==> config.mk <==
export PLATFORM = sky130hd
export DESIGN_NAME = mips_mc_datapath
export DESIGN_NICKNAME = d
export VERILOG_FILES = /design/src/rtl/mips_mc_datapath.sv
export SDC_FILE = /design/constraint.sdc
export NUM_CORES = 2
export LEC_CHECK = 0
export BUFFER_PORTS_ARGS = -buffer_cell sky130_fd_sc_hd__buf_4
export CELL_PAD_IN_SITES_DETAIL_PLACEMENT = 0
export CELL_PAD_IN_SITES_GLOBAL_PLACEMENT = 1
export CORE_UTILIZATION = 46
export DETAILED_ROUTE_END_ITERATION = 12
export PLACE_DENSITY_LB_ADDON = 0.1
export SLEW_MARGIN = 20
export SYNTH_ARGS = -nofsm -noshare
export SYNTH_HDL_FRONTEND = slang
export SYNTH_SLANG_ARGS = --single-unit
==> constraint.sdc <==
create_clock -name clk -period 36.1 [get_ports clk]
set_input_delay 3.61 -clock clk [delete_from_list [all_inputs] [get_ports clk]]
set_output_delay 3.61 -clock clk [all_outputs]
set_load 0.01 [all_outputs]
==> src/rtl/mips_mc_datapath.sv <==
// Multicycle MIPS datapath: PC, IR, MDR, A/B, ALUOut, 32x32 register file and ALU,
// steered each cycle by the control word from the multicycle controller.
module mips_mc_datapath #(
   parameter logic [31:0] RESET_PC = 32'h0000_0000
) (
   input  logic        clk,
   input  logic        reset,
   input  logic        pcen,
   input  logic [1:0]  pcsrc,
   input  logic        irwrite,
   input  logic        lord,
   input  logic        alusrca,
   input  logic [1:0]  alusrcb,
   input  logic [2:0]  alucontrol,
   input  logic        regdst,
   input  logic        memtoreg,
   input  logic        regwrite,
   input  logic [31:0] readdata,
   output logic [31:0] adr,
   output logic [31:0] writedata,
   output logic [5:0]  op,
   output logic [5:0]  funct,
   output logic        zero
);

   logic [31:0] pc, instr, data, a, b, aluout;
   logic [31:0] regs [32];
   logic [31:0] rd1, rd2, wd3, signimm, jaddr;
   logic [31:0] srca, srcb, aluresult, pcnext;
   logic [4:0]  rs, rt, rd, wa;

   assign rs      = instr[25:21];
   assign rt      = instr[20:16];
   assign rd      = instr[15:11];
   assign wa      = regdst ? rd : rt;
   assign wd3     = memtoreg ? data : aluout;
   assign signimm = {{16{instr[15]}}, instr[15:0]};
   assign jaddr   = {pc[31:28], instr[25:0], 2'b00};

   // Register 0 is hardwired to zero on the read side as well as blocked on write.
   assign rd1 = (rs == 5'd0) ? 32'd0 : regs[rs];
   assign rd2 = (rt == 5'd0) ? 32'd0 : regs[rt];

   assign srca = alusrca ? a : pc;

   always_comb begin
      srcb = b;
      case (alusrcb)
         2'b00:   srcb = b;
         2'b01:   srcb = 32'd4;
         2'b10:   srcb = signimm;
         default: srcb = {signimm[29:0], 2'b00};
      endcase
   end

   always_comb begin
      aluresult = 32'd0;
      case (alucontrol)
         3'b000:  aluresult = srca & srcb;
         3'b001:  aluresult = srca | srcb;
         3'b010:  aluresult = srca + srcb;
         3'b110:  aluresult = srca - srcb;
         3'b111:  aluresult = ($signed(srca) < $signed(srcb)) ? 32'd1 : 32'd0;
         default: aluresult = 32'd0;
      endcase
   end

   always_comb begin
      pcnext = pc;
      case (pcsrc)
         2'b00:   pcnext = aluresult;
         2'b01:   pcnext = aluout;
         2'b10:   pcnext = jaddr;
         default: pcnext = pc;
      endcase
   end

   assign zero      = (aluresult == 32'd0);
   assign adr       = lord ? aluout : pc;
   assign writedata = b;
   assign op        = instr[31:26];
   assign funct     = instr[5:0];

   // Architectural and inter-cycle registers; Data, A, B and ALUOut refresh every cycle.
   always_ff @(posedge clk or posedge reset) begin
      if (reset) begin
         pc     <= RESET_PC;
         instr  <= 32'd0;
         data   <= 32'd0;
         a      <= 32'd0;
         b      <= 32'd0;
         aluout <= 32'd0;
      end else begin
         if (pcen)
            pc <= pcnext;
         if (irwrite)
            instr <= readdata;
         data   <= readdata;
         a      <= rd1;
         b      <= rd2;
         aluout <= aluresult;
      end
   end

   always_ff @(posedge clk or posedge reset) begin
      if (reset) begin
         for (int i = 0; i < 32; i++)
            regs[i] <= 32'd0;
      end else if (regwrite && (wa != 5'd0)) begin
         regs[wa] <= wd3;
      end
   end

endmodule

# Word level (Yosys, flattened, before mapping)
# Cells that the tools add are included.
word_totals:
  regBits: 1216
  latch_bits: 0
  mem_bits_rw: 0
  rom_bits: 0
  inputBits: 48
  word_cells: 92
  mem_count: 0
classes:
  addsub: 2
  mul: 0
  n_div: 0
  n_lt_le_gt_ge: 5
  n_eq_ne: 8
  shifts: 0
  muxes: 19
  n_bitwise: 6
  n_reduce_logical: 13
op_table:
  columns: ["cell", "count"]
  rows:
  - ["bitwise mux 1024 bit", 1]
  - ["binary-select mux 32 bit (select 5 bit)", 2]
  - ["2-to-1 mux 32 bit", 10]
  - ["one-hot mux 32 bit (3 select lines)", 2]
  - ["demux 32 bit (select 5 bit)", 1]
  - ["one-hot mux 32 bit (5 select lines)", 1]
  - ["adder 32 bit", 1]
  - ["bitwise AND 32 bit", 1]
  - ["logical NOT 32 bit", 1]
  - ["< comparator 32 bit", 1]
  - ["OR 32 bit", 1]
  - ["subtractor 32 bit", 1]
  - ["greater-or-equal comparator 6 bit, second input constant", 3]
  - ["NOT 5 -> 6 bit", 3]
  - ["logical NOT 5 bit", 2]
  - ["equality test 3 bit, second input constant", 2]
  - ["< comparator 6 x 1 -> 1 bit, second input constant", 1]
  - ["2-to-1 mux 5 bit", 1]
  - ["nonzero test 5 bit", 1]
  - ["equality test 2 x 1 -> 1 bit, second input constant", 2]
  - ["equality test 2 bit, second input constant", 2]
  - ["logical NOT 2 bit", 2]
  - ["equality test 3 x 1 -> 1 bit, second input constant", 1]
  - ["equality test 3 x 2 -> 1 bit, second input constant", 1]
  - ["other kinds (8)", 9]

# Longest topological paths before layout
logic_depth:
  ltp_word: 7
  ltp_mapped: 19
  depth_no_buf: 18

# Least setup slack after synthesis
# Ideal clock, no wire load.
synth_timing:
  path_kind: "input -> output"
  startpoint: "input port alusrca"
  endpoint: "output port zero"
  t_arrival_ns: 7.426
  path_slack_ns: 25.064
  path_stages: 16
  path_cell_list: "clkbuf_1 -> clkbuf_1 -> mux2i_1 -> ha_1 -> fa_1 -> nor3_2 -> o311ai_4 -> a311oi_4 -> and2b_1 -> o21ai_1 -> xnor2_1 -> o21ai_0 -> or4b_1 -> nor4_4 -> nand3_1 -> and3b_1"
synth_lines:
  columns: ["element", "line_no", "source"]
  rows:
  - ["start, declared", "12", "input logic alusrca,"]
  - ["2-to-1 mux 32 bit (*)", "44", "assign srca = alusrca ? a : pc;"]
  - ["subtractor 32 bit (tied with other cells)", "62", "3'b110: aluresult = srca - srcb;"]
  - ["one-hot mux 32 bit (5 select lines) (*)", "58", "case (alucontrol)"]
  - ["via aluresult[10]", "29", "logic [31:0] srca, srcb, aluresult, pcnext;"]
  - ["logical NOT 32 bit (*)", "78", "assign zero = (aluresult == 32'd0);"]
  - ["end, declared", "23", "output logic zero"]
# The timed path passes the listed nets; every way through them passes the cells marked *.

# Worst setup path in the final report
layout_timing:
  startpoint: "input port alusrcb[1]"
  endpoint: "output port zero"
layout_via:
  elab_chain_len: 6
layout_rtl:
  columns: ["element", "line_no", "source"]
  rows:
  - ["start, declared", "13", "input logic [1:0] alusrcb,"]
  - ["equality test 2 bit (tied with other cells)", "48", "case (alusrcb)"]
  - ["one-hot mux 32 bit (3 select lines) (*)", "48", null]
  - ["< comparator 32 bit", "63", "3'b111: aluresult = ($signed(srca) < $signed(srcb)) ? 32'd1 : 32'd0;"]
  - ["2-to-1 mux 1 bit", "63", null]
  - ["one-hot mux 32 bit (5 select lines) (*)", "58", null]
  - ["logical NOT 32 bit (*)", "78", null]
# Every way passes the cells marked *; elsewhere a longest branch is shown, timed or not.

==> results_tabular.tex <==
\begin{tabular}{lr}
\hline
Metric & Value \\
\hline
\multicolumn{2}{l}{\textbf{Min path}} \\
Kind of path behind the tightest hold check & flip-flop to flip-flop \\
Critical hold path startpoint & regs[1003]\$\_DFFE\_PP0P\_ \\
Cell count of the worst hold path & 0 \\
Hold worst-path end & regs[1003]\$\_DFFE\_PP0P\_ \\
\multicolumn{2}{l}{\textbf{Timing}} \\
Count of final max-slew check failures & 0 \\
Worst setup skew after layout & 0.0175 ns \\
Final hold violation count & 0 \\
Highest attainable clock frequency & 83.3 MHz \\
RSZ-0062 raised after global routing & no \\
Period Utilization, post-route & 0.333 \\
Worst slew margin & 0.225 \\
Number of setup violations in the final report & 0 \\
Final worst path period need & 12.00 ns \\
Transition at the pin with the smallest max-transition slack & 1.16 ns \\
Worst Hold Slack & 0.399 ns \\
Sum of negative setup slack & 0 ns \\
\multicolumn{2}{l}{\textbf{GRT}} \\
Wire length of the first global-routing pass & 342,000 µm \\
Number of antenna violations at the first check in global routing & 6 \\
Maximum number of pins on one net before global-route repair & 160 \\
Met1 track utilization from global routing & 0.482 \\
Global-route track usage on met2 & 0.495 \\
Met3 layer usage reported by global route & 0.0652 \\
Number of global-route vias before repair & about 48,000 \\
Leftover overflow at the end of global routing & 0 \\
Global-route layer with the greatest usage & met2 \\
Global-route usage over all layers & 0.331 \\
\multicolumn{2}{l}{\textbf{CTS}} \\
TritonCTS sink count & 1,216 \\
Number of resized instances in the post-cts repair step & 0 \\
Post-CTS Repair Setup Buffers & 0 \\
Maximum root-to-sink buffer count & 3 \\
Clock latency reported for the late side of the worst-skew pair & 0.78 ns \\
Post-CTS clock slew at the launch and capture registers of the worst setup and hold paths & 0.05 ns \\
Post-CTS Hold Buffers & 0 \\
Htree depth & 4 \\
CTS tree & done \\
Clk root buf & sky130\_fd\_sc\_hd\_\_clkbuf\_16 \\
Number of buffers added by the clock tree synthesis step & between 100 and 150 \\
\multicolumn{2}{l}{\textbf{Setup path}} \\
Biggest fanout along the worst timing path & 20 \\
Startpoint class of the critical path & primary input \\
Top Family by Delay on Critical Path & simple AND/OR/NAND/NOR gates \\
Buffers \& Inverters on Critical Path & 2 \\
R2R depth & 10 \\
Cell with the largest stage delay on the worst path & sky130\_fd\_sc\_hd\_\_and2\_1 \\
Longest individual stage delay on the worst path & 0.77 ns \\
Cells traversed along the worst timing path & buf\_4 > and2\_1 > a21o\_1 > ha\_1 > a21oi\_1 > o211ai\_1 > nor4\_2 > nor2\_1 > xor2\_1 > a221oi\_2 > or4b\_1 > nor4\_4 > nand3\_1 > and3b\_1 > buf\_4 \\
Most prevalent standard cell on the critical path & sky130\_fd\_sc\_hd\_\_buf\_4 \\
Reg-to-reg endpoint & a[10]\$\_DFF\_PP0\_ \\
CP Data Arrival Time & 8.39 ns \\
Flop2flop setup slack & about 31 ns \\
Critical path endpoint category & output port \\
Critical Setup Path Class & primary input to output port \\
Required time at the endpoint of the critical path & 32.49 ns \\
Worst reg2reg path startpoint & instr[22]\$\_DFFE\_PP0P\_ \\
\multicolumn{2}{l}{\textbf{Synthesis}} \\
Post-synthesis mux area share & 0.230 \\
Share of synthesized area occupied by flip-flops and latches & 0.466 \\
Most area-consuming cells after synthesis & sky130\_fd\_sc\_hd\_\_dfrtp\_1 (47\%), sky130\_fd\_sc\_hd\_\_mux4\_2 (16\%), sky130\_fd\_sc\_hd\_\_a21oi\_1 (7.1\%), sky130\_fd\_sc\_hd\_\_nor2\_1 (5.5\%), sky130\_fd\_sc\_hd\_\_mux2i\_1 (4.4\%) \\
Basic-gate share of the synthesized area counting and, or, nand and nor cells & 0.0900 \\
Number of storage elements in the synthesis netlist & 1,216 \\
Combinational family with the most area after synthesis & multiplexers \\
Post-synthesis instance total & 6,033 \\
Ranking of synthesized cells by instance count & sky130\_fd\_sc\_hd\_\_dfrtp\_1 (1,216), sky130\_fd\_sc\_hd\_\_nor2\_1 (956), sky130\_fd\_sc\_hd\_\_a21oi\_1 (924) \\
Share of the synthesized area in the top cell type & 0.466 \\
Number of nets produced by synthesis & 6,201 \\
Count of unique library cells instantiated by Yosys & 92 \\
Mapped cell area & approximately 0.065 mm² \\
Count of warnings emitted by yosys & 0 \\
Parity-gate share of the synthesized area counting xor and xnor cells & 0.00403 \\
Most used flip-flop cell after synthesis & sky130\_fd\_sc\_hd\_\_dfrtp\_1 \\
Cell type with the highest aggregate area in the netlist & sky130\_fd\_sc\_hd\_\_dfrtp\_1 \\
Synth Area in Compound Gates & 0.142 \\
Adder-Cell Fraction of Synth Area & 0.0232 \\
Most frequently used cell type in the post-synthesis netlist & sky130\_fd\_sc\_hd\_\_dfrtp\_1 \\
Async set or reset register ratio after synthesis & 1.00 \\
Post-synthesis average cell area & 10.8 µm² \\
Number of synthesized flops with an enable pin & 0 \\
\multicolumn{2}{l}{\textbf{Die}} \\
Floorplan die width & 379 µm \\
Total number of placement rows & 137 \\
Vertical die dimension & 379 µm \\
Starting Density & 0.466 \\
Std-Cell Core Area & 0.140 mm² \\
I/O pin cnt & 125 \\
Die area & $\sim$0.14 mm² \\
\multicolumn{2}{l}{\textbf{Detailed routing}} \\
ANT nets after route & 0 \\
Final routed wirelength across all metal layers & 235,000 µm \\
Per-cell via count in the routed design & approximately 6.3 \\
Total vias in the final route & 49,240 \\
Post-route DRC violation count & 0 \\
Initial drt markers & 5,216 \\
Initial DRT Pass Iterations & 5 \\
Routed length per placed instance & 30.0 µm \\
\multicolumn{2}{l}{\textbf{Place}} \\
Number of instances in the placed design & $\sim$7,600 \\
Sum of net half-perimeters after detailed placement & 141,000 µm \\
GPL Wtd Cong & 0.955 \\
Port Buffer Count & around 120 \\
\multicolumn{2}{l}{\textbf{Layout}} \\
Number of nets in the finished design & 6,012 \\
Multi-input gate area & 0.0324 mm² \\
Area growth from synthesis to final layout & 11.1\% \\
Fillcell total & between 10,000 and 15,000 \\
Layout cells sized above 1 & 0.207 \\
Final cell count without fillers & 7,833 \\
Total area of sequential cells & 0.0305 mm² \\
\multicolumn{2}{l}{\textbf{Power and ir drop}} \\
Max rail drop VDD & between 0.03 and 0.04 mV \\
Power per Cell Area & 80.8 mW/mm² \\
Leakage power & between 0.03 and 0.04 µW \\
\multicolumn{2}{l}{\textbf{Run}} \\
Number of violations of the max-capacitance limit & 0 \\
\multicolumn{2}{l}{\textbf{Status}} \\
Run status & finished, final reports clean \\
\hline
\end{tabular}
layer usage:
metal | vias up | wire length [µm]
met5 | - | 13
li1 | 21498 | -
met3 | 383 | 18900
met4 | 2 | 7730
met2 | 2043 | 105000
met1 | 25314 | 103000
cell type report:
cell class                 count  area share
tap                         1876      0.0324
sequential                  1216       0.420
inverter                     130     0.00678
clock buffer                 204      0.0568
clock inverter                51     0.00758
multi-input combinational   4084       0.447
antenna                        2   0.0000691
timing repair buffer         270      0.0292
cells in the final DEF, fill, tap and decap left out, types with 27 or more instances in the layout:
| master | count |
|---|---|
| sky130_fd_sc_hd__a211o_1 | 30 |
| sky130_fd_sc_hd__a21oi_1 | 924 |
| sky130_fd_sc_hd__a221oi_1 | 76 |
| sky130_fd_sc_hd__a22o_1 | 29 |
| sky130_fd_sc_hd__buf_4 | 263 |
| sky130_fd_sc_hd__clkbuf_1 | 31 |
| sky130_fd_sc_hd__clkbuf_16 | 144 |
| sky130_fd_sc_hd__clkbuf_8 | 29 |
| sky130_fd_sc_hd__dfrtp_1 | 1206 |
| sky130_fd_sc_hd__ha_1 | 118 |
| sky130_fd_sc_hd__inv_1 | 128 |
| sky130_fd_sc_hd__mux2_2 | 165 |
| sky130_fd_sc_hd__mux2i_1 | 254 |
| sky130_fd_sc_hd__mux4_2 | 456 |
| sky130_fd_sc_hd__nand2_1 | 290 |
| sky130_fd_sc_hd__nor2_1 | 931 |
| sky130_fd_sc_hd__nor3_1 | 52 |
| sky130_fd_sc_hd__o21ai_0 | 236 |
| sky130_fd_sc_hd__o221ai_1 | 53 |
| sky130_fd_sc_hd__o22ai_1 | 68 |
| sky130_fd_sc_hd__xnor2_1 | 27 |
per-stage QoR:
stage / total power, µW / area (µm²) / utilization / setup slack (ns)
detailed placement: 4390 / 67800 / 0.484 / 24.21
global placement: 4330 / 67800 / 0.484 / 24.22
global route: 6190 / 72500 / 0.518 / 23.93
floorplan: 3780 / 65200 / - / 15.69
CTS: 5850 / 72400 / 0.517 / 24.19
finish: 5860 / 72500 / 0.518 / 24.10
flip-flops by register name, summed over array words and instances, names as in the netlist:
signal and cells:
aluout 32, writedata 32, a 32, pc 32, data 32, instr 32, regs 1024
how the worst max path moves through the flow:
stage / from / endpoint / slack [ns] / cells past startpoint
floorplan: reset / a[0]$_DFF_PP0_ / 15.69 / 1
global placement: alusrca / zero / 24.22 / 16
detailed placement: alusrcb[1] / zero / 24.21 / 15
CTS: alusrcb[1] / zero / 24.19 / 15
global route: alusrca / zero / 23.93 / 16
finish: alusrcb[1] / zero / 24.10 / 15
logic make-up (layout without fill, tap and decap cells):
group	count (synthesis)	in the layout
flops	1216	1216
buf+inv	733	655
mux	907	907
simple gates	1440	1440
xor+xnor	30	30
other cells	0	2
fa+ha+maj	120	120
compound gates	1587	1587
report_power, final:
part	total, µW	switching, µW	internal [µW]
Sequential	2410	477	1930
Clock	1450	607	847
Combinational	1990	1000	994
Power figures use the tool's default switching activity.
